<file path="config.mk">
export PLATFORM = sky130hd
export DESIGN_NAME = cmp4_bist_ctrl
export DESIGN_NICKNAME = d
export VERILOG_FILES = /design/src/rtl/cmp4_bist_ctrl.sv
export SDC_FILE = /design/constraint.sdc
export NUM_CORES = 1
export LEC_CHECK = 0
export CAP_MARGIN = 20
export CORE_MARGIN = 4
export CORE_UTILIZATION = 53
export CTS_CLUSTER_SIZE = 14
export DETAILED_ROUTE_END_ITERATION = 10
export PLACE_DENSITY = 0.79
export SYNTH_ARGS = -nofsm -noshare
export SYNTH_HDL_FRONTEND = slang
export SYNTH_SLANG_ARGS = --single-unit
</file>
<file path="constraint.sdc">
create_clock -name clk -period 3.9 [get_ports clk]
set_clock_uncertainty 0.2 [all_clocks]
set_input_delay 1.17 -clock clk [delete_from_list [all_inputs] [get_ports clk]]
set_output_delay 1.17 -clock clk [all_outputs]
set_load 0.005 [all_outputs]
</file>
<file path="src/rtl/cmp4_bist_ctrl.sv">
// Built-in self-test sequencer for a 4-bit magnitude comparator.
// Sweeps all 256 (A, B) pairs, checks each result against a golden compare and records failures.
module cmp4_bist_ctrl #(
    parameter int unsigned SETTLE = 1
) (
    input  logic       clk,
    input  logic       rst_n,
    input  logic       start,
    output logic [3:0] A,
    output logic [3:0] B,
    input  logic       A_lt_B,
    input  logic       A_gt_B,
    input  logic       A_eq_B,
    output logic       busy,
    output logic       done,
    output logic       pass,
    output logic [8:0] err_cnt,
    output logic       fail_valid,
    output logic [3:0] fail_A,
    output logic [3:0] fail_B
);

    typedef enum logic [1:0] {
        S_IDLE,
        S_SETTLE,
        S_CHECK,
        S_DONE
    } state_t;

    localparam logic [3:0] CNT_LAST = 4'(SETTLE - 1);

    state_t     state;
    logic [3:0] cnt;
    logic [2:0] golden;
    logic [2:0] observed;
    logic       mismatch;
    logic       last_pair;
    logic [8:0] err_next;

    always_comb begin
        golden    = {A < B, A > B, A == B};
        observed  = {A_lt_B, A_gt_B, A_eq_B};
        mismatch  = (golden != observed);
        last_pair = (A == 4'hF) && (B == 4'hF);
        err_next  = err_cnt + 9'(mismatch);
    end

    always_ff @(posedge clk) begin
        if (!rst_n) begin
            state      <= S_IDLE;
            cnt        <= '0;
            A          <= '0;
            B          <= '0;
            busy       <= 1'b0;
            done       <= 1'b0;
            pass       <= 1'b0;
            err_cnt    <= '0;
            fail_valid <= 1'b0;
            fail_A     <= '0;
            fail_B     <= '0;
        end else begin
            case (state)
                S_IDLE, S_DONE: begin
                    if (start) begin
                        state      <= S_SETTLE;
                        cnt        <= '0;
                        A          <= '0;
                        B          <= '0;
                        busy       <= 1'b1;
                        done       <= 1'b0;
                        pass       <= 1'b0;
                        err_cnt    <= '0;
                        fail_valid <= 1'b0;
                        fail_A     <= '0;
                        fail_B     <= '0;
                    end
                end
                S_SETTLE: begin
                    cnt <= cnt + 4'd1;
                    if (cnt == CNT_LAST) begin
                        state <= S_CHECK;
                    end
                end
                S_CHECK: begin
                    err_cnt <= err_next;
                    if (mismatch && !fail_valid) begin
                        fail_valid <= 1'b1;
                        fail_A     <= A;
                        fail_B     <= B;
                    end
                    if (last_pair) begin
                        state <= S_DONE;
                        busy  <= 1'b0;
                        done  <= 1'b1;
                        pass  <= (err_next == '0);
                    end else begin
                        state <= S_SETTLE;
                        cnt   <= '0;
                        // B is the low nibble, so its 15->0 wrap carries into A.
                        {A, B} <= {A, B} + 8'd1;
                    end
                end
                default: state <= S_IDLE;
            endcase
        end
    end

endmodule

</file>
==> results.py <==
metrics = {
    "yosys": {
        "async_flop_share_pct": 0,
        "ys_seq_elements": 35,
        "seq_area_frac_synth_pct": 33.2,
        "syn_inst": 249,
        "synth.area.top_cells": "dfxtp_1, ha_1, nand2_1, mux2i_1, nor2b_1",
        "syn_area_per_cell_um2": 8.48,
        "syn_area_um2": 2110,
        "synth_top_area_cell": "dfxtp_1",
        "synth_edf_count": 0,
        "yosysMostFrequentCell": "dfxtp_1",
        "synth_top_area_share_pct": 33.2,
        "synth_cell_types": 50,
        "ys.flop_type": "dfxtp_1",
        "yosys_warnings": 0,
        "yosys-top-cells-count": "dfxtp_1, nand2_1, nor2_1",
        "syn_nets": 268,
    },
    "detailed_routing": {
        "wl_per_cell_um": 15.1,
        "firstDrtPassIters": 4,
        "viasPerCell": 5.79,
        "drt-initial-drc-count": 121,
        "drtAntennaViolNets": 0,
        "finalWirelength_mm": 5.19,
        "drcViolationCount": 0,
        "vias": 1986,
    },
    "placement": {
        "portBuffers": 34,
        "gp_congestion": 0.840,
        "hpwlAfterDp_mm": 3.70,
        "dp_cells": 335,
    },
    "finish": {
        "fin_cells": 343,
        "diodes": 0,
        "nets": 314,
        "final_core_util_pct": 71.5,
        "syn_to_final_growth_pct": 26.8,
        "drive_gt1_share_pct": 12.9,
    },
    "worst_setup_path": {
        "path_class": "input port to flop",
        "crit_required_ns": 3.90,
        "r2r_cells": 12,
        "cp.arrival_ns": 3.79,
        "end_kind": "flop",
        "path_max_fanout": 4,
        "crit_path_start_kind": "input port",
    },
    "power": {
        "leakage_nw": 0.998,
        "total_power_mw": 0.865,
        "power.density_nw_per_um2": 323,
        "ir_drop_mv": 0.258,
    },
    "timing": {
        "hold_violations": 0,
        "holdWs_ns": 0.284,
        "slew_violations": 0,
        "relSlewSlack_pct": 52.9,
        "tightest_slew_ns": 0.705,
        "final-setup-viol-count": 0,
        "fmax_mhz": 264,
        "period_minus_slack_ns": 3.79,
        "layout_worst_path_cycle_share_pct": 97.1,
    },
    "floorplan": {
        "dieArea_um2": 5060,
        "core_area_um2": 3740,
        "die_x_um": 71.1,
        "start_util_pct": 56.4,
        "pin_count": 35,
        "die-height_um": 71.1,
        "row_count": 22,
    },
    "global_routing": {
        "grt_pass1_wl_mm": 8.73,
        "overflow": 0,
        "gr-usage-all-layers_pct": 21.5,
        "antenna_found_initial": 0,
        "grt_max_degree": 20,
        "grt_pass1_vias": 1927,
    },
    "clock_network": {
        "cts.sinks": 35,
        "cts-buffers-inserted": 5,
        "clk_path_buf_depth": 2,
        "insertion_delay_ns": 0.29,
        "cts-root-buf": "clkbuf_8",
        "htree_levels": 2,
        "cts_tree": "built",
        "path_clk_slew_ns": 0.07,
    },
    "hold_path": {
        "min_path_cells": 2,
        "hp-class": "flop to flop",
    },
    "run": {
        "maxCapViolCount": 0,
    },
    "status": {
        "status": "finished, final reports clean",
    },
}
-- worst max-delay path: stages --
cell             delay, ns
clkdlybuf4s50_1       0.50
buf_4                 0.12
nor2_1                0.04
and3_1                0.18
o21ai_0               0.11
and3_4                0.24
ha_1                  0.15
ha_2                  0.20
nand3_2               0.12
o21a_1                0.21
or4_4                 0.53
o41ai_2               0.20
-- cell usage in the layout (no fill, tap or decap), types with 8 or more instances in the layout --
master and n:
a22o_1 8, a22oi_1 8, buf_4 16, clkdlybuf4s50_1 33, dfxtp_1 35, ha_1 12, inv_1 9, mux2i_1 10
nand2_1 32, nor2_1 15, nor2b_1 13, o21ai_0 11
-- flip-flops by register name, summed over array words and instances (netlist names) --
| register | flops |
|---|---|
| fail_A | 4 |
| B | 4 |
| cnt | 4 |
| fail_valid | 1 |
| A | 4 |
| pass | 1 |
| fail_B | 4 |
| busy | 1 |
| err_cnt | 9 |
| done | 1 |
| state | 2 |
-- worst paths after layout --
kind,slack (ns),end,startpoint
worst max-delay path,0.11,pass$_SDFFE_PN0P_,A_eq_B
worst min-delay path,0.28,fail_B[1]$_SDFFE_PN0P_,fail_B[1]$_SDFFE_PN0P_
worst max register to register,0.43,pass$_SDFFE_PN0P_,B[2]$_SDFFE_PN0P_
worst min register to register,0.28,fail_B[1]$_SDFFE_PN0P_,fail_B[1]$_SDFFE_PN0P_
-- report_power, final --
group	leakage [nW]	internal [mW]	switching [mW]
clock	0.0470	0.139	0.131
combinational	0.668	0.0886	0.126
sequential	0.283	0.369	0.0126
total	0.998	0.596	0.269
-- cells by family after synthesis --
family | count (synthesis) | share of synthesized area [%]
flip-flops | 35 | 33.2
AO/OA/AOI/OAI | 57 | 19.4
adder cells (fa/ha/maj) | 13 | 7.71
AND/OR/NAND/NOR | 105 | 26.3
buffers and inverters | 21 | 5.10
multiplexers | 12 | 5.81
XOR/XNOR | 6 | 2.49
-- timing repair --
item,in CTS,in global routing
pin swaps,0,1
setup buffers,0,1
endpoints found under the setup margin,2,2
hold buffers,0,0
gates resized for setup,2,4
-- per-layer routing --
| layer | up-vias | part of all wire [%] | global-route usage [%] |
|---|---|---|---|
| met5 | - | 0 | 0 |
| met4 | 0 | 1.7 | 9.19 |
| met3 | 10 | 4.3 | 5.40 |
| met2 | 48 | 49 | 36.6 |
| met1 | 941 | 45 | 25.6 |
| li1 | 987 | - | - |
-- final cells by class --
cell class	count	area, µm²
Clock buffer	6	82.6
Clock inverter	1	5.00
Fill cell	333	1070
Inverter	9	33.8
Multi-Input combinational cell	193	1320
Sequential cell	35	701
Tap cell	48	60.1
Timing Repair Buffer	51	474
-- stage by stage --
step | TNS, ns | cell area (µm²) | worst slack (ns)
2_1_floorplan | 0 | 2110 | 0.254
3_3_place_gp | -0.457 | 2560 | -0.234
3_5_place_dp | -0.737 | 2560 | -0.334
4_1_cts | 0 | 2650 | 0.00702
5_1_grt | -0.00319 | 2680 | -0.00319
6_report | 0 | 2680 | 0.111
Power figures use the tool's default switching activity.
